[config.mk]
export PLATFORM = sky130hd
export DESIGN_NAME = xfer_sequencer
export DESIGN_NICKNAME = d
export VERILOG_FILES = /design/src/rtl/xfer_pkg.sv /design/src/rtl/xfer_sequencer_pulse_delay.sv /design/src/rtl/xfer_sequencer.sv
export SDC_FILE = /design/constraint.sdc
export NUM_CORES = 1
export LEC_CHECK = 0
export BUFFER_PORTS_ARGS = -buffer_cell sky130_fd_sc_hd__buf_2
export CAP_MARGIN = 0
export CORE_AREA = 2 2 39 41
export DETAILED_ROUTE_END_ITERATION = 7
export DIE_AREA = 0 0 41 43
export PLACE_DENSITY = 0.7
export SYNTH_ARGS = -nofsm -noshare
export SYNTH_HDL_FRONTEND = slang
export SYNTH_SLANG_ARGS = --single-unit
[constraint.sdc]
create_clock -name clk -period 3.03 [get_ports clk]
set_clock_uncertainty 0.05 [all_clocks]
set_input_delay 0.1515 -clock clk [delete_from_list [all_inputs] [get_ports clk]]
set_output_delay 0.1515 -clock clk [all_outputs]
set_load 0.05 [all_outputs]
[src/rtl/xfer_pkg.sv]
`default_nettype none
// ============================================================================
// Module      : xfer_pkg
// Description : Shared types and constants for the transfer sequencer:
//               FSM state encoding, default geometry and a constant-width
//               helper used to size the beat counter.
// Revision    : 1.0 - initial release
// ============================================================================
package xfer_pkg;

    typedef enum logic [2:0] {
        IDLE  = 3'd0,
        FILL  = 3'd1,
        READ  = 3'd2,
        DRAIN = 3'd3,
        DONE  = 3'd4
    } xfer_state_t;

    localparam int unsigned c_depth_a = 8;
    localparam int unsigned c_depth_b = 4;
    localparam int unsigned c_rd_lat  = 1;

    // Ceiling log2, usable in constant expressions.
    function automatic int unsigned clog2(input int unsigned v);
        int unsigned r;
        r = 0;
        for (int i = 0; i < 31; i++) begin
            if ((32'd1 << i) < v) begin
                r = i + 1;
            end
        end
        return r;
    endfunction

endpackage
`default_nettype wire

[src/rtl/xfer_sequencer_pulse_delay.sv]
`default_nettype none
// ============================================================================
// Module      : pulse_delay
// Description : N-deep single-bit shift register; q reproduces d delayed by
//               N clocks. Cleared by the synchronous reset.
// Ports       : clk, rst (sync, active-high), d (pulse in), q (pulse out)
// Revision    : 1.0 - initial release
// ============================================================================
module pulse_delay #(
    parameter int unsigned N = 1
) (
    input  logic clk,
    input  logic rst,
    input  logic d,
    output logic q
);

    logic [N-1:0] r_sr;

    generate
        if (N == 1) begin : g_single
            always_ff @(posedge clk) begin
                if (rst) begin
                    r_sr <= '0;
                end else begin
                    r_sr <= d;
                end
            end
        end else begin : g_multi
            always_ff @(posedge clk) begin
                if (rst) begin
                    r_sr <= '0;
                end else begin
                    r_sr <= {r_sr[N-2:0], d};
                end
            end
        end
    endgenerate

    assign q = r_sr[N-1];

endmodule
`default_nettype wire

[src/rtl/xfer_sequencer.sv]
`default_nettype none
// ============================================================================
// Module      : xfer_sequencer
// Description : Start/done driven controller for the memory-to-memory
//               transfer datapath. Fills memory A through a valid/ready
//               handshake, streams A back out, and writes one B word per
//               adjacent pair of A words once both words are on the read
//               outputs.
// Ports       : clk, rst       - clock, synchronous active-high reset
//               start          - begin a transfer (honoured in IDLE only)
//               in_valid       - external word present on the A write data
//               in_ready       - accepting words (FILL)
//               wea/inc_a/clr_a- memory A write enable, address inc/clear
//               web/inc_b/clr_b- memory B write enable, address inc/clear
//               busy           - FILL, READ or DRAIN in progress
//               done           - one-cycle completion pulse
// Revision    : 1.0 - initial release
// ============================================================================
module xfer_sequencer
    import xfer_pkg::*;
#(
    parameter int unsigned DEPTH_A = c_depth_a,
    parameter int unsigned DEPTH_B = c_depth_b,
    parameter int unsigned RD_LAT  = c_rd_lat
) (
    input  logic clk,
    input  logic rst,
    input  logic start,
    input  logic in_valid,
    output logic in_ready,
    output logic wea,
    output logic inc_a,
    output logic clr_a,
    output logic web,
    output logic inc_b,
    output logic clr_b,
    output logic busy,
    output logic done
);

    localparam int unsigned c_cnt_w = clog2(DEPTH_A) + 1;
    localparam logic [c_cnt_w-1:0] c_last_a   = c_cnt_w'(DEPTH_A - 1);
    localparam logic [c_cnt_w-1:0] c_last_lat = c_cnt_w'(RD_LAT - 1);
    localparam logic [c_cnt_w-1:0] c_one      = c_cnt_w'(1);

    generate
        if ((DEPTH_A < 2) || ((DEPTH_A & (DEPTH_A - 1)) != 0)) begin : g_bad_depth_a
            $error("xfer_sequencer: DEPTH_A must be a power of two >= 2");
        end
        if (DEPTH_B != (DEPTH_A / 2)) begin : g_bad_depth_b
            $error("xfer_sequencer: DEPTH_B must equal DEPTH_A/2");
        end
        if ((RD_LAT < 1) || (RD_LAT > 3)) begin : g_bad_rd_lat
            $error("xfer_sequencer: RD_LAT must be 1..3");
        end
    endgenerate

    xfer_state_t        r_state;
    xfer_state_t        w_state_nxt;
    // Shared counter: accepted beats in FILL, issue index in READ,
    // elapsed cycles in DRAIN. Cleared on every state change.
    logic [c_cnt_w-1:0] r_cnt;
    logic [c_cnt_w-1:0] w_cnt_nxt;
    logic               w_push;
    logic               w_dq;

    always_ff @(posedge clk) begin
        if (rst) begin
            r_state <= IDLE;
            r_cnt   <= '0;
        end else begin
            r_state <= w_state_nxt;
            r_cnt   <= w_cnt_nxt;
        end
    end

    always_comb begin
        w_state_nxt = r_state;
        w_cnt_nxt   = r_cnt;
        in_ready    = 1'b0;
        wea         = 1'b0;
        inc_a       = 1'b0;
        clr_a       = 1'b0;
        clr_b       = 1'b0;
        busy        = 1'b0;
        done        = 1'b0;
        w_push      = 1'b0;
        case (r_state)
            IDLE: begin
                if (start) begin
                    clr_a       = 1'b1;
                    clr_b       = 1'b1;
                    w_cnt_nxt   = '0;
                    w_state_nxt = FILL;
                end
            end
            FILL: begin
                busy     = 1'b1;
                in_ready = 1'b1;
                wea      = in_valid;
                inc_a    = in_valid;
                if (in_valid) begin
                    // Counter A wraps to 0 on the last beat, so READ
                    // starts at address 0 without an explicit clear.
                    if (r_cnt == c_last_a) begin
                        w_cnt_nxt   = '0;
                        w_state_nxt = READ;
                    end else begin
                        w_cnt_nxt = r_cnt + c_one;
                    end
                end
            end
            READ: begin
                busy  = 1'b1;
                inc_a = 1'b1;
                // Odd address: its word and the previous one complete a
                // pair once the read latency has elapsed.
                w_push = r_cnt[0];
                if (r_cnt == c_last_a) begin
                    w_cnt_nxt   = '0;
                    w_state_nxt = DRAIN;
                end else begin
                    w_cnt_nxt = r_cnt + c_one;
                end
            end
            DRAIN: begin
                busy = 1'b1;
                if (r_cnt == c_last_lat) begin
                    w_cnt_nxt   = '0;
                    w_state_nxt = DONE;
                end else begin
                    w_cnt_nxt = r_cnt + c_one;
                end
            end
            DONE: begin
                done        = 1'b1;
                w_state_nxt = IDLE;
            end
            default: begin
                w_cnt_nxt   = '0;
                w_state_nxt = IDLE;
            end
        endcase
    end

    pulse_delay #(
        .N (RD_LAT)
    ) u_web_delay (
        .clk (clk),
        .rst (rst),
        .d   (w_push),
        .q   (w_dq)
    );

    assign web   = w_dq;
    assign inc_b = w_dq;

endmodule
`default_nettype wire

# After elaboration in Yosys (flattened, before gate mapping)
# Index checks and enable logic that the tools add are counted.
# totals
n_memories,0
in_bits,4
ramBits,0
ff_bits,8
wordCells,40
output_inout_bits,9
romBits,0
latchBits,0
# op_classes
mux,18
bitwise_logic,2
n_addsub,1
n_div,0
n_mul,0
reduce_logical,6
n_eq_ne,10
shift,0
magnitude_cmp,0
# op_table
cell,n
$pmux W4 S5,1
$mux W4,4
$mux W3,5
$pmux W3 S4,1
$ne A2 B2 Y1 const B,5
$eq A3 B2 Y1 const B,2
$mux W1,6
$reduce_and A5 Y1,1
$add A4 B1 Y4 const B,1
$eq A4 B3 Y1 const B,1
$logic_not A4 Y1,1
$eq A3 B1 Y1 const B,1
$eq A3 B3 Y1 const B,1
$logic_not A3 Y1,1
$reduce_and A3 Y1,1
$reduce_or A3 Y1,1
$not A1 Y1,2
$pmux W1 S2,1
$reduce_or A2 Y1,1

# Depth between registers and ports, before layout
# depth
word_depth,4
ltp_mapped,6

# Hierarchy
# A second synthesis with hierarchy kept.
# hier_totals
hier_cells,66
area_unflattened_um2,556.8
# by_module_without_submodules
mod,area_each_um2,n_inst,cells_per_inst
xfer_sequencer,523.0,1,64
pulse_delay,33.8,1,2

# Least setup slack after synthesis
# OpenSTA, ideal clock, no wires.
# synth_path
path_type,flip-flop to output port
startpoint,reg r_state[2]
endpoint,out clr_b
t_arrival_ns,2.655
slack_ns,0.173
path_stages_with_launch,4
path_buffers,2
path_cell_list,dfxtp_1 buf_2 nor4b_1 buf_4
# synth_via
elab_chain_len,2
# synth_lines
element,line,text
start: declaration,xfer_sequencer.sv:58,xfer_state_t r_state;
start signal: assignment,xfer_sequencer.sv:72,r_state <= w_state_nxt;
$logic_not A3 Y1,n/a,
$mux W1,n/a,
end: declaration,xfer_sequencer.sv:36,"output logic clr_b,"
# Every way passes these cells.

# Worst setup path in the final report
# layout_path
startpoint,reg r_state[1]
endpoint,out inc_a
# layout_via
elab_chain_len,2
word_cells_on_any_way,3
cone_classes,2 x eq/ne; 1 x mux
# layout_lines
element,line,text
$eq A3 B2 Y1 or $eq A3 B1 Y1 (tied branches),xfer_sequencer.sv:88,case (r_state)
$pmux W1 S2 *,xfer_sequencer.sv:88,
end: declaration,xfer_sequencer.sv:32,"output logic inc_a,"
# Mark *: on every way between the ends. The rest lies on a longest branch, timed or not.

==> impl_metrics.toml <==
[cells_and_area]
antenna_cells = 0
layout.cells.non_filler = 93
drive_above_1_share_pct = 26.0
num-nets-final = 85
syn2layout_area_growth_pct = 10.9
finalInstanceArea_um2 = 609
final_util_pct = 44.0

[drt]
drt_iter0_markers = 8
avgRoutedWirePerCell_um = 11.9
remaining_drc_errors = 0
antenna_left = 0
num_vias = 496
drt-vias-per-instance = 5.33
first_pass_iters = 4
wl_um = 1110

[timing]
fin_crit_sh_pct = 60.8
worst_pin_slew_ps = 443
tns_ps = 0
rsz0062_at_grt = "false"
hold-worst-slack_ps = 108
slew_headroom_pct = 70.5
finalSetupViolCount = 0
period_minus_slack_ps = 1840
finalMaxSlewViolations = 0
fin_ws_ps = 1190
hold_violations = 0
fmax_mhz = 543

[grt]
grt_overflow_total = 0
antenna_found_initial = 0
grt_pass1_wl_um = 1730
grt_max_degree = 14
grt_use_total_pct = 14.5
grt_pass1_vias = 424

[clock_tree]
clock_sinks = 8
clock_latency_ps = 270
clkTransAtPathRegs_ps = 60
root_buffer = "clkbuf_4"
numCtsBuffers = 3
cts_resized = 0
cts_setup_buffers = 0
cts_tree = "yes"
clk_path_buf_depth = 2
htreeDepth = 1
ctsHoldBuffers = 0

[logic_synthesis]
ys_seq_area_share_pct = 29.2
synth_cells = 67
netlist_area_um2 = 549
async_flop_share_pct = 0
synth_nets = 73
avgSynthCellArea_um2 = 8.20
synthFlopType = "dfxtp_1"
synth_edf_count = 0
ys_types = 35
yosysWarnings = 0
synth_seq_cells = 8

[power_and_ir_drop]
irDropWorstVdd_uv = 112
power_frac_clock_pct = 35.9
fin_total_pwr_mw = 0.244
power-per-cell-area_nw_per_um2 = 401
p_sw_share_pct = 31.8
seqPwrFrac_pct = 45.6
p_sw_mw = 0.0776
comb_power_share_pct = 18.6
power.leakage_nw = 0.273
internal_power_mw = 0.167

[die]
start_util_pct = 39.7
io_pins = 13
fp.dieH_um = 43
die_width_um = 41
design.core.area_um2 = 1380
rows = 14
die_area_um2 = 1760

[setup_path]
worst_path_max_delay_cell = "dfxtp_1"
path_class = "flip-flop to output port"
crit_top_cell = "nor2_1"
crit_chain = "inv_1 > nor2_1 > nor2_1 > nor2_1 > buf_2"
arrival_ps = 1640
cp-start-kind = "flip-flop"
crit_fanout = 13
required_ps = 2830
endpoint_kind = "output port"
max_stage_delay_ps = 590

[place]
pre_cts_slack_ps = 1470
dp.cells = 90
postPlaceCellArea_um2 = 587
gp_congestion = 0.712
place_hpwl_um = 836
io_buffers = 12

[outcome]
status = "complete, no violations"

[min_path]
hp-class = "primary input to flip-flop"

[run]
drv_cap = 0
-- placed cells by master, fill, tap and decap left out, drive strengths merged, types with 2 or more instances in the layout --
master  count
nand3       3
inv         3
nor3b       4
nand2       5
nor3        4
ha          2
clkbuf      3
dfxtp       8
buf        12
a21oi       2
nor2       11
-- routing by layer --
layer	share of wire, %	track usage, %	routed length (um)	up-vias
met3	3.8	1.57	42	5
met1	49	17.9	541	221
met2	43	21.3	480	14
li1	-	-	-	256
met4	4.0	12.0	44	0
met5	0	0	0	-
-- sequential cells by signal (all words and copies together) (netlist names) --
signal         flops
r_cnt              4
r_state            3
u_web_delay.q      1
-- power groups by stage --
stage / logic, mW / clock network [mW] / registers (mW)
6_report: 0.0454 / 0.0876 / 0.111
2_1_floorplan: 0.0398 / 0 / 0.111
3_3_place_gp: 0.0450 / 0 / 0.114
4_1_cts: 0.0456 / 0.0895 / 0.111
5_1_grt: 0.0498 / 0.0926 / 0.112
3_5_place_dp: 0.0454 / 0 / 0.114
-- Yosys cell counts (2+ instances only) --
library cell	number	share of area, %
nor3b_1	3	4.1
nor3_1	4	3.6
ha_1	2	4.6
dfxtp_1	8	29
buf_6	2	4.1
buf_4	2	2.7
inv_1	3	2.0
nor2_1	11	7.5
nand3_1	3	2.7
nand2_1	4	2.7
-- critical path, delay by kind of cell (launching register included) --
family / cells / cell delay, ps
DFF: 1 / 590
buffers and inverters: 2 / 460
and+or+nand+nor: 3 / 320
-- worst paths after layout --
kind,startpoint,endpoint,slack [ps],depth (start not counted)
max,r_state[1],inc_a,1190,5
min,rst,r_cnt[1],110,2
min reg2reg,r_cnt[0],u_web_delay.q,480,1
max reg2reg,r_cnt[0],r_cnt[0],1590,6
-- kinds of logic after synthesis --
kind of cell    Yosys count  synth area share [%]
mux                       2                  3.87
flops                     8                  29.2
compound gates           10                  13.9
simple gates             37                  38.7
buf+inv                   8                  9.79
fa+ha+maj                 2                  4.56
-- area by class of cell --
| type | instances | area (um2) |
|---|---|---|
| inverter | 3 | 11.3 |
| sequential | 8 | 160 |
| multi-input combinational | 51 | 335 |
| tap | 16 | 20.0 |
| fill | 146 | 774 |
| clock buffer | 3 | 22.5 |
| timing repair buffer | 12 | 60.1 |
No activity file was read; power rests on OpenSTA's default activity.
